--- config.mk ---
export PLATFORM = sky130hd
export DESIGN_NAME = frame_mode_ctrl
export DESIGN_NICKNAME = d
export VERILOG_FILES = /design/src/rtl/frame_mode_pkg.sv /design/src/rtl/sync_pulse.sv /design/src/rtl/frame_mode_ctrl.sv
export SDC_FILE = /design/constraint.sdc
export NUM_CORES = 1
export LEC_CHECK = 0
export ABC_AREA = 1
export CORE_UTILIZATION = 45
export DETAILED_ROUTE_END_ITERATION = 6
export PLACE_DENSITY = 0.78
export SYNTH_ARGS = -nofsm -noshare
export SYNTH_HDL_FRONTEND = slang
export SYNTH_SLANG_ARGS = --single-unit
--- constraint.sdc ---
create_clock -name iCLK -period 1.8 [get_ports iCLK]
set_clock_uncertainty 0.15 [all_clocks]
set_input_delay 0.45 -clock iCLK [delete_from_list [all_inputs] [get_ports iCLK]]
set_output_delay 0.45 -clock iCLK [all_outputs]
set_load 0.02 [all_outputs]
--- src/rtl/frame_mode_pkg.sv ---
// Shared types and constants for the frame capture / mode-switch controller.
package frame_mode_pkg;

    typedef enum logic [2:0] {
        ST_IDLE     = 3'd0,
        ST_WAIT_SOF = 3'd1,
        ST_RUN      = 3'd2,
        ST_FLUSH    = 3'd3,
        ST_SNAP     = 3'd4
    } state_t;

    localparam logic [1:0] MODE_RGB_A  = 2'b00;
    localparam logic [1:0] MODE_RGB_B  = 2'b01;
    localparam logic [1:0] MODE_EDGE_V = 2'b10;
    localparam logic [1:0] MODE_EDGE_H = 2'b11;

    localparam int FLUSH_FRAMES_DEF = 1;

    typedef struct packed {
        logic sel_edge;
        logic horiz;
    } mode_t;

    function automatic mode_t decode_mode(input logic [1:0] sw);
        mode_t m;
        m = '0;
        case (sw)
            MODE_RGB_A, MODE_RGB_B: m = '{sel_edge: 1'b0, horiz: 1'b0};
            MODE_EDGE_V:            m = '{sel_edge: 1'b1, horiz: 1'b0};
            MODE_EDGE_H:            m = '{sel_edge: 1'b1, horiz: 1'b1};
            default:                m = '0;
        endcase
        return m;
    endfunction

endpackage

--- src/rtl/sync_pulse.sv ---
// Two-flop synchroniser for an active-low key, with a one-cycle pulse on the
// synchronised falling edge.
module sync_pulse (
    input  logic clk,
    input  logic rst,
    input  logic key_n,
    output logic pulse
);

    // [0],[1] synchronise; [2] is the previous synchronised level
    logic [2:0] sh;

    always_ff @(posedge clk) begin
        if (rst) sh <= 3'b111;
        else     sh <= {sh[1:0], key_n};
    end

    assign pulse = sh[2] & ~sh[1];

endmodule

--- src/rtl/frame_mode_ctrl.sv ---
// Frame-aligned capture control: arms, stops and snapshots whole frames and
// switches the RGB/edge source only on frame boundaries.
//
// state       | meaning
// ST_IDLE     | no capture, waiting for start or snap key
// ST_WAIT_SOF | armed, waiting for the next start of frame
// ST_RUN      | continuous capture, every frame written
// ST_FLUSH    | writes suppressed for FLUSH_FRAMES frames after a mode change
// ST_SNAP     | writing exactly one frame
module frame_mode_ctrl
    import frame_mode_pkg::*;
#(
    parameter int FLUSH_FRAMES = FLUSH_FRAMES_DEF,
    parameter int CNT_W        = 16
) (
    input  logic             iCLK,
    input  logic             iRST,
    input  logic             iFVAL,
    input  logic             iDVAL_RGB,
    input  logic             iDVAL_EDGE,
    input  logic [1:0]       iMODE_SW,
    input  logic             iSTART_N,
    input  logic             iSTOP_N,
    input  logic             iSNAP_N,
    output logic             oSEL_EDGE,
    output logic             oHORIZ,
    output logic             oDVAL,
    output logic [CNT_W-1:0] oFRAME_CNT,
    output logic             oSNAP_DONE,
    output logic             oBUSY
);

    localparam logic [3:0]       FLUSH_LIM = 4'(FLUSH_FRAMES);
    localparam logic [CNT_W-1:0] CNT_ONE   = CNT_W'(1);

    logic start_p, stop_p, snap_p;
    logic [1:0] mode_s1, mode_s2;
    mode_t mode_pend, mode_act;
    logic fval_d, sof, eof, mode_diff;

    state_t state, state_nxt;
    logic wen, wen_nxt;
    logic snap_flag, snap_flag_nxt;
    logic stop_pend, stop_pend_nxt;
    logic [3:0] flush_cnt, flush_cnt_nxt;
    logic [CNT_W-1:0] frame_cnt, frame_cnt_nxt;
    logic snap_done, snap_done_nxt;

    sync_pulse u_sync_start (.clk(iCLK), .rst(iRST), .key_n(iSTART_N), .pulse(start_p));
    sync_pulse u_sync_stop  (.clk(iCLK), .rst(iRST), .key_n(iSTOP_N),  .pulse(stop_p));
    sync_pulse u_sync_snap  (.clk(iCLK), .rst(iRST), .key_n(iSNAP_N),  .pulse(snap_p));

    assign sof       = iFVAL & ~fval_d;
    assign eof       = ~iFVAL & fval_d;
    assign mode_diff = (mode_pend != mode_act);

    // Active mode only moves at SOF so a frame never mixes sources.
    always_ff @(posedge iCLK) begin
        if (iRST) begin
            fval_d    <= 1'b0;
            mode_s1   <= 2'b00;
            mode_s2   <= 2'b00;
            mode_pend <= '0;
            mode_act  <= '0;
        end else begin
            fval_d    <= iFVAL;
            mode_s1   <= iMODE_SW;
            mode_s2   <= mode_s1;
            mode_pend <= decode_mode(mode_s2);
            if (sof) mode_act <= mode_pend;
        end
    end

    always_ff @(posedge iCLK) begin
        if (iRST) begin
            state     <= ST_IDLE;
            wen       <= 1'b0;
            snap_flag <= 1'b0;
            stop_pend <= 1'b0;
            flush_cnt <= '0;
            frame_cnt <= '0;
            snap_done <= 1'b0;
        end else begin
            state     <= state_nxt;
            wen       <= wen_nxt;
            snap_flag <= snap_flag_nxt;
            stop_pend <= stop_pend_nxt;
            flush_cnt <= flush_cnt_nxt;
            frame_cnt <= frame_cnt_nxt;
            snap_done <= snap_done_nxt;
        end
    end

    always_comb begin
        state_nxt     = state;
        snap_flag_nxt = snap_flag;
        stop_pend_nxt = stop_pend;
        flush_cnt_nxt = flush_cnt;
        frame_cnt_nxt = frame_cnt;
        snap_done_nxt = 1'b0;

        case (state)
            ST_IDLE: begin
                stop_pend_nxt = 1'b0;
                if (!stop_p && start_p) begin
                    state_nxt     = ST_WAIT_SOF;
                    snap_flag_nxt = 1'b0;
                end else if (!stop_p && snap_p) begin
                    state_nxt     = ST_WAIT_SOF;
                    snap_flag_nxt = 1'b1;
                end
            end
            ST_WAIT_SOF: begin
                if (stop_p) begin
                    state_nxt     = ST_IDLE;
                    snap_flag_nxt = 1'b0;
                end else if (sof) begin
                    if (mode_diff) begin
                        state_nxt     = ST_FLUSH;
                        flush_cnt_nxt = '0;
                    end else begin
                        state_nxt = snap_flag ? ST_SNAP : ST_RUN;
                    end
                end
            end
            ST_RUN: begin
                if (stop_p) stop_pend_nxt = 1'b1;
                if (sof && mode_diff) begin
                    state_nxt     = ST_FLUSH;
                    flush_cnt_nxt = '0;
                end else if (eof) begin
                    frame_cnt_nxt = frame_cnt + CNT_ONE;
                    if (stop_pend || stop_p) begin
                        state_nxt     = ST_IDLE;
                        stop_pend_nxt = 1'b0;
                    end
                end
            end
            ST_FLUSH: begin
                // a stop left pending from RUN also ends the flush
                if (stop_p || stop_pend) begin
                    state_nxt     = ST_IDLE;
                    snap_flag_nxt = 1'b0;
                    stop_pend_nxt = 1'b0;
                end else begin
                    if (eof && (flush_cnt < FLUSH_LIM)) flush_cnt_nxt = flush_cnt + 4'd1;
                    if (sof && (flush_cnt >= FLUSH_LIM))
                        state_nxt = snap_flag ? ST_SNAP : ST_RUN;
                end
            end
            ST_SNAP: begin
                if (eof) begin
                    frame_cnt_nxt = frame_cnt + CNT_ONE;
                    snap_done_nxt = 1'b1;
                    snap_flag_nxt = 1'b0;
                    state_nxt     = ST_IDLE;
                end
            end
            default: state_nxt = ST_IDLE;
        endcase

        wen_nxt = (state_nxt == ST_RUN) || (state_nxt == ST_SNAP);
    end

    assign oSEL_EDGE  = mode_act.sel_edge;
    assign oHORIZ     = mode_act.horiz;
    assign oDVAL      = wen & (mode_act.sel_edge ? iDVAL_EDGE : iDVAL_RGB);
    assign oFRAME_CNT = frame_cnt;
    assign oSNAP_DONE = snap_done;
    assign oBUSY      = (state != ST_IDLE);

endmodule

==> reports/metrics.cfg <==
[layout]
nets = 403
fillers = 435
final_cell_mix = nand2_1, nor2_1, dfxtp_1, inv_1, nand3_1
syn2layout_area_growth_pct = 30.0
final_area_mm2 = 0.00294
final_common_cell = nand2_1
drive_gt1_frac = 0.172
antenna_cells = 0

[global_route]
grt_pass1_wl_um = 8400
grt-ovfl-total = 0
antenna_found_initial = 0
grt_usage = 0.206
grt_pass1_vias = 1950
grt_max_degree = 24

[route]
firstDrtPassIters = 4
ant_nets = 0
drt_iter0_markers = 128
drcViolationCount = 0
routedWlPerCell_um = 11.5
viasPerCell = 4.95
wl_um = 5240
vias = 2261

[critical_path]
critPathKind = input pin to register
cp_max_fo = 5
cp.arrival_ns = 1.81
rrSetupSlack_ns = 0.13
reg2reg_depth = 10
start_kind = input pin
crit_slowest_cell = clkdlybuf4s50_1
crit_required_ns = 1.86
r2r-start = u_sync_stop.sh[2]
crit_path_end_kind = register
cp_slowest_stage_delay_ns = 0.47
r2r-end = wen
crit_chain = clkdlybuf4s50_1, inv_2, nor2_4, buf_6, nand3_1, nand2_1, nand3_1, nor2_1, nor2_1

[timing]
worst_hold_slack_ns = 0.265
fin_crit_sh = 0.973
slew_violations = 0
slew_headroom = 0.777
tightest_slew_ns = 0.333
hold_viol_final = 0
max_freq_mhz = 571
min_period_ns = 1.75
setup_viol = 0

[clocking]
clk-insertion-delay-late_ns = 0.31
path_clk_slew_ns = 0.10
h-tree-depth = 2
cts_tree = done
cts_hold_buffers = 0
cts_buffers = 5
cts_root_buffer = clkbuf_8
cts_sinks = 45
cts.path.max_buffers = 2

[min_path]
holdPathEnd = mode_s2[0]
hold_start = mode_s1[0]
min_path_cells = 2
hp-class = register to register

[placed_design]
portBuffers = 30
gp_congestion = 0.948
hpwlAfterDp_um = 3820
placedInstanceArea_mm2 = 0.00282

[pwr]
ir_worst_vdd_uv = 504
power_density_mw_per_mm2 = 688
p_leak_nw = 1.38

[yosys]
synth_cells = 333
yosys.area.top_type = dfxtp_1
synth_cell_types = 27
ys_ff_latch = 45
synth_area_leaders = dfxtp_1, nand2_1, nor2_1
syn_nets = 347
syn_area_mm2 = 0.00226
syn_avg_cell_area_um2 = 6.80
yosys_warnings = 0
ys_seq_area_frac = 0.398
synth_top_cell_area_share = 0.398

[status]
run_status = completed

[die]
dieHeight_um = 72.9
initial_core_util = 0.473
die_x_um = 72.9
dieArea_mm2 = 0.00532
fp.coreArea_mm2 = 0.00479
rows = 25
io_pins = 31

[run]
maxCapViolations = 0

cells in the mapped netlist:
library cell	n
a21oi_1	21
a31oi_1	1
and3_1	1
buf_2	4
buf_6	1
buf_8	1
clkbuf_1	3
clkinv_1	1
dfxtp_1	45
ha_1	4
inv_1	37
inv_2	3
nand2_1	83
nand2_2	3
nand2_4	4
nand3_1	34
nand3b_1	1
nand4_1	10
nor2_1	48
nor2_2	1
nor2_4	2
nor3_1	2
o21ai_0	9
o21ai_1	1
or2_2	6
xnor2_1	2
xor2_1	5
layer usage:
layer  track usage  up-vias  part of all wire
li1              -     1167                 -
met4        0.0893        0             0.021
met1         0.261     1012              0.46
met5             0        -                 0
met2         0.340       72              0.47
met3        0.0428       10             0.051
cell families (layout without fill, tap and decap cells):
| logic type | Yosys count | after routing | synth area share |
|---|---|---|---|
| flip-flops | 45 | 45 | 0.398 |
| adder cells (fa/ha/maj) | 4 | 4 | 0.0221 |
| buffers and inverters | 50 | 107 | 0.0934 |
| AND/OR/NAND/NOR | 195 | 195 | 0.388 |
| XOR/XNOR | 7 | 7 | 0.0271 |
| AO/OA/AOI/OAI | 32 | 32 | 0.0713 |
critical path: cells and delay by family:
| family | cells | cell delay [ns] |
|---|---|---|
| buf+inv | 3 | 0.66 |
| simple gates | 6 | 0.70 |
metrics by stage:
| step | setup TNS (ns) | power [mW] | worst slack, ns | utilization | instances |
|---|---|---|---|---|---|
| 3_5_place_dp | -4.69 | 1.32 | -0.470 | 0.589 | 448 |
| 2_1_floorplan | 0 | 1.22 | 0.112 | - | 333 |
| 3_3_place_gp | -4.18 | 1.31 | -0.455 | 0.589 | 448 |
| 5_1_grt | -0.0235 | 2.09 | -0.0165 | 0.615 | 457 |
| 6_report | 0 | 2.02 | 0.0492 | 0.615 | 457 |
| 4_1_cts | -0.00653 | 2.01 | -0.00653 | 0.604 | 456 |
worst max-delay path by stage:
stage                  start             to  slack [ns]  depth (start not counted)
6_report               iFVAL            wen        0.05                          9
5_1_grt             state[0]          oBUSY       -0.02                          5
4_1_cts            iDVAL_RGB          oDVAL      -0.007                          4
3_5_place_dp       iDVAL_RGB          oDVAL       -0.47                          4
3_3_place_gp       iDVAL_RGB          oDVAL       -0.46                          4
2_1_floorplan  oFRAME_CNT[0]  oFRAME_CNT[8]        0.11                          7
final cells by class:
type                    instances  area (um2)  area share
flip-flops and latches         45         903       0.307
multi-input cells             238        1180       0.402
repair buffers                 58         519       0.177
clock buffers                   5        68.8      0.0234
clock inverters                 3        28.8     0.00978
well taps                      67        83.8      0.0285
inverters                      41         154      0.0523
flip-flops by register name (all words and copies together), names as in the netlist, 2 cells and up:
name and cells:
flush_cnt 4, state 3, mode_s2 2, mode_pend 2
u_sync_stop.sh 3, u_sync_start.sh 3, u_sync_snap.sh 3, mode_s1 2
oFRAME_CNT 16
repair_timing:
item | 4_1_cts | 5_1_grt
endpoints found under the setup margin | 21 | 8
setup buffers | 0 | 1
hold endpoints to repair | 0 | 0
pin swaps | 0 | 7
gates resized for setup | 30 | 17
power breakdown:
| group | switching (mW) | leakage, nW | internal, mW |
|---|---|---|---|
| sequential | 0.0190 | 0.367 | 1.03 |
| combinational | 0.155 | 0.965 | 0.122 |
| clock | 0.409 | 0.0511 | 0.293 |
| total | 0.583 | 1.38 | 1.44 |
No activity file was read; power rests on OpenSTA's default activity.
==> variant 1 (same flow settings) <==
Reset style: asynchronous (`iRST` and `rst`), changed in 3 clocked blocks.
--- a/src/rtl/sync_pulse.sv
+++ b/src/rtl/sync_pulse.sv
@@ -10,7 +10,7 @@
     // [0],[1] synchronise; [2] is the previous synchronised level
     logic [2:0] sh;
 
-    always_ff @(posedge clk) begin
+    always_ff @(posedge clk or posedge rst) begin
         if (rst) sh <= 3'b111;
         else     sh <= {sh[1:0], key_n};
     end
--- a/src/rtl/frame_mode_ctrl.sv
+++ b/src/rtl/frame_mode_ctrl.sv
@@ -55,7 +55,7 @@
     assign mode_diff = (mode_pend != mode_act);
 
     // Active mode only moves at SOF so a frame never mixes sources.
-    always_ff @(posedge iCLK) begin
+    always_ff @(posedge iCLK or posedge iRST) begin
         if (iRST) begin
             fval_d    <= 1'b0;
             mode_s1   <= 2'b00;
@@ -71,7 +71,7 @@
         end
     end
 
-    always_ff @(posedge iCLK) begin
+    always_ff @(posedge iCLK or posedge iRST) begin
         if (iRST) begin
             state     <= ST_IDLE;
             wen       <= 1'b0;
Formal check against the unedited RTL: differs if iRST is asserted again (counterexample within 4 cycles, from zero or initial values and one cycle with iRST high); with iRST held inactive, the same outputs for 10 cycles.
==> variant 1 against the original RTL <==
Wire length decreased by 11%. First-iteration DRC count decreased by 8.6%. Area after synthesis increased by 0.61%. Sequential cell count unchanged. Design area increased by 0.81%. Non-clock buffer count decreased by 2. Worst setup slack got worse by 0.038 ns. Critical path type is now reg2out.
Power is not compared: it rests on default switching activity, and its combinational part moved more than twofold at a synthesized area within 25%.
==> variant 1: results (changes against the original RTL) <==
[outcome]
status = complete, no violations  ; unchanged

[global_routing]
grt_max_degree = 46  ; was 24
first_global_vias = 1834  ; was 1,950
grt_pass1_wl_um = 7770  ; was 8400 µm
grt_usage_pct = 19.1  ; was 20.6%

[clock_network]
clockRootBuffer = clkbuf_8  ; unchanged

[timing]
relSlewSlack_pct = 78.6  ; was 77.7%

[synth]
async_flop_share_pct = 100  ; was 0%
synth_top_area_share_pct = 39.6  ; was 39.8%
yosysSeqAreaShare_pct = 49.9  ; was 39.8%
ys.flop_type = dfrtp_1  ; was dfxtp_1
synth_fp_nets = 275  ; was 347
yosys-top-cells-area = dfrtp_1 40%, nand2_1 12%, dfstp_2 10%, inv_1 5.3%, nand3_1 3.5%  ; was dfxtp_1 40%, nand2_1 14%, nor2_1 8.0%, nand3_1 7.5%, inv_1 6.1%
synth_common_cells = 72 x nand2_1, 36 x dfrtp_1, 32 x inv_1  ; was 83 x nand2_1, 48 x nor2_1, 45 x dfxtp_1
yosys.cell_types.count = 30  ; was 27
syn_inst = 261  ; was 333

[cells_and_area]
antenna_cells = 0  ; unchanged
fin_nets = 334  ; was 403
layout-drive-gt1-share_pct = 24.9  ; was 17.2%
n_fill_cell = 408  ; was 435

[worst_setup_path]
crit_family = flip-flops  ; was simple AND/OR/NAND/NOR gates
critPathMaxStageDelay_ns = 0.41  ; was 0.47 ns
slowest_stage = dfrtp_1  ; was clkdlybuf4s50_1
critPathMaxFanout = 2  ; was 5
worstPathArrival_ns = 1.19  ; was 1.81 ns

[drt]
num_vias = 1898  ; was 2,261
routed_wl_um = 4670  ; was 5240 µm
wl_per_cell_um = 12.0  ; was 11.5 µm
drtIter0Drc = 117  ; was 128

[placement]
place_inst = 379  ; was 448
gp_congestion = 0.875  ; was 0.948
pre_cts_ws_ns = -0.490  ; was -0.470 ns
hpwl_um = 3380  ; was 3820 µm
postPlaceCellArea_um2 = 2840  ; was 2820 µm²

## variant 1: repair_timing
item                       4_1_cts  5_1_grt
setup buffers                    0        1
setup endpoints to repair       21       14
resized for setup               27       14
pin swaps                        1        3
## variant 1: cell families after synthesis
group                    Yosys count  synth area share [%]
AO/OA/AOI/OAI                     16                  3.79
adder cells (fa/ha/maj)            4                  2.20
flip-flops                        45                  49.9
XOR/XNOR                          13                  5.99
AND/OR/NAND/NOR                  142                  30.5
buffers and inverters             41                  7.58
## variant 1: where the power goes
group	leakage [nW]	switching, mW	internal, mW
sequential	0.550	0.145	1.18
combinational	0.937	0.772	0.535
clock	0.0543	0.351	0.415
## variant 1: metal layers
metal | wire (µm) | GRT usage (%) | part of all wire, %
met3 | 138 | 3.87 | 3.0
met2 | 2280 | 32.0 | 49
met5 | 0 | 0 | 0
met4 | 66 | 7.63 | 1.4
met1 | 2190 | 24.2 | 47
## variant 1: worst paths after layout
kind	depth (start not counted)	start	slack, ns	end
max	5	state[1]	0.01	oBUSY
min	0	mode_s1[0]	0.21	mode_s2[0]
max reg2reg	9	state[1]	0.15	flush_cnt[0]
min reg2reg	0	mode_s1[0]	0.21	mode_s2[0]
max in group asynchronous	3	iRST	0.90	u_sync_start.sh[1]
min in group asynchronous	3	iRST	0.33	mode_s1[1]
## variant 1: cell type report
| cell class | instances | area, µm² | area share, % |
|---|---|---|---|
| sequential | 45 | 1140 | 38.4 |
| clock buffer | 5 | 68.8 | 2.32 |
| inverter | 37 | 139 | 4.68 |
| tap | 67 | 83.8 | 2.83 |
| timing repair buffer | 56 | 500 | 16.9 |
| clock inverter | 3 | 46.3 | 1.56 |
| multi-input combinational | 175 | 990 | 33.4 |
==> variant 2 (same flow settings) <==
Without the edit above. Change the parameter `CNT_W` from 16 to 12.
--- a/src/rtl/frame_mode_ctrl.sv
+++ b/src/rtl/frame_mode_ctrl.sv
@@ -11,7 +11,7 @@
     import frame_mode_pkg::*;
 #(
     parameter int FLUSH_FRAMES = FLUSH_FRAMES_DEF,
-    parameter int CNT_W        = 16
+    parameter int CNT_W        = 12
 ) (
     input  logic             iCLK,
     input  logic             iRST,
Interface: changed (resized oFRAME_CNT); port bits go from 31 to 27. No check against the original RTL was run, so the function may have changed too.
==> variant 2 against the original RTL <==
Worst setup slack worse by 0.017 ns. Sequential cell count fell by 4. Power decreased by 12%. Synthesized cell count fell by 18%. Area after synthesis decreased by 14%. Largest power group unchanged. Design area fell by 12%. Wire length is 19% lower. Die area is 13% lower.
==> variant 2: results (changes against the original RTL) <==
[outcome]
status = complete, no violations  ; unchanged

[global_routing]
grt_usage_pct = 20.0  ; was 20.6%
grt_pass1_wl_um = 6900  ; was 8400 µm
grt_max_degree = 17  ; was 24
antenna_found_initial = 0  ; unchanged
first_global_vias = 1747  ; was 1,950

[cells_and_area]
antenna_cells = 0  ; unchanged
largest_reg_flops = 12  ; was 16
n_fill_cell = 373  ; was 435
fin_nets = 341  ; was 403
layout-drive-gt1-share_pct = 20.5  ; was 17.2%

[worst_setup_path]
critPathMaxFanout = 1  ; was 5
slowest_stage = clkdlybuf4s50_1  ; unchanged
crit_family = buffers and inverters  ; was simple AND/OR/NAND/NOR gates
critPathKind = in2out  ; was in2reg
r2r_slack_ns = 0.08  ; was 0.13 ns
critPathMaxStageDelay_ns = 0.45  ; was 0.47 ns

[clock_network]
htreeDepth = 2  ; unchanged
clockRootBuffer = clkbuf_8  ; unchanged
path_clk_slew_ns = 0.07  ; was 0.10 ns
clk_latency_ns = 0.30
clockBufferDepth = 2  ; unchanged
cts_buffers = 5  ; unchanged

[placement]
hpwl_um = 3040  ; was 3820 µm
io_buffers = 26  ; was 30
postPlaceCellArea_um2 = 2420  ; was 2820 µm²
gp_congestion = 0.911  ; was 0.948

[drt]
drtIter0Drc = 85  ; was 128
num_vias = 1896  ; was 2,261
wl_per_cell_um = 11.2  ; was 11.5 µm
drtPass1Iterations = 4  ; unchanged

[power]
p_switching_mw = 0.444  ; was 0.583 mW
vdd_drop_max_mv = 0.376  ; was 0.504 mV
p_leak_nw = 1.23  ; was 1.38 nW

[timing]
tightest_slew_ns = 0.300  ; was 0.333 ns

[synth]
yosysSeqAreaShare_pct = 42.0  ; was 39.8%
synth_fp_nets = 287  ; was 347
yosysWarnings = 0  ; unchanged
synth_common_cells = 65 x nand2_1, 41 x dfxtp_1, 34 x inv_1  ; was 83 x nand2_1, 48 x nor2_1, 45 x dfxtp_1
yosys.cell_types.count = 29  ; was 27
yosys-top-cells-area = dfxtp_1 42%, nand2_1 12%, inv_1 6.5%, nor2_1 6.3%, nand3_1 5.1%  ; was dfxtp_1 40%, nand2_1 14%, nor2_1 8.0%, nand3_1 7.5%, inv_1 6.1%
async_flop_share_pct = 0  ; unchanged

[worst_hold_path]
hp-class = reg2reg  ; unchanged

==> variant 2: routing by layer <==
layer	track usage (%)	share of wire, %	up-vias
met1	21.6	42	881
met4	7.81	1.8	0
met5	0	0	-
met2	36.4	51	38
li1	-	-	966
met3	5.50	4.7	11
==> variant 2: layout make-up <==
cell class	count	area share [%]
clock buffer	7	3.35
timing repair buffer	52	17.6
inverter	36	5.24
tap	50	2.43
sequential	41	31.8
multi-input combinational	191	39.5
==> variant 2: worst paths after layout <==
check | from | endpoint | cells after the start
max | iDVAL_EDGE | oDVAL | 4
min | mode_s1[1] | mode_s2[1] | 2
max reg2reg | state[0] | state[0] | 10
min reg2reg | mode_s1[1] | mode_s2[1] | 2
==> variant 2: through the flow <==
| stage | instances | total power, mW | hold WS [ns] | setup WS [ns] | util [%] |
|---|---|---|---|---|---|
| CTS | 373 | 1.78 | 0.257 | -0.0108 | 61.1 |
| global route | 377 | 1.87 | 0.275 | -0.0558 | 63.1 |
| finish | 377 | 1.79 | 0.256 | 0.0321 | 63.1 |
| detailed placement | 366 | 1.19 | 0.247 | -0.466 | 59.3 |
| global placement | 366 | 1.18 | 0.239 | -0.448 | 59.3 |
| floorplan | 273 | 1.09 | 0.238 | 0.227 | - |
==> variant 2: timing repair <==
item                                    in CTS  in global routing
gates cloned                                 0                  1
pin swaps                                    0                 13
setup buffers                                0                  3
hold endpoints to repair                     0                  0
resized for setup                           26                 20
endpoints found under the setup margin      21                  9
==> variant 2: power groups by stage <==
stage                     registers (mW)  clock network (mW)  logic, mW
after floorplan                    0.970                   0      0.123
after global placement             0.966                   0      0.216
after detailed placement           0.967                   0      0.221
after CTS                          0.947               0.615      0.219
after global routing               0.951               0.650      0.270
final                              0.947               0.598      0.243
==> variant 2: tightest hold or removal path, cell delays in order (launching register included) <==
cell and delay [ns]:
dfxtp_1 0.30, inv_1 0.04, nor2_1 0.03
==> variant 2: cell families (layout without fill, tap and decap cells) <==
kind of cell | Yosys count | after routing | share of synthesized area (%)
simple gates | 144 | 145 | 33.1
buf+inv | 42 | 95 | 8.89
flops | 41 | 41 | 42.0
compound gates | 33 | 33 | 9.41
xor+xnor | 9 | 9 | 4.03
fa+ha+maj | 4 | 4 | 2.56
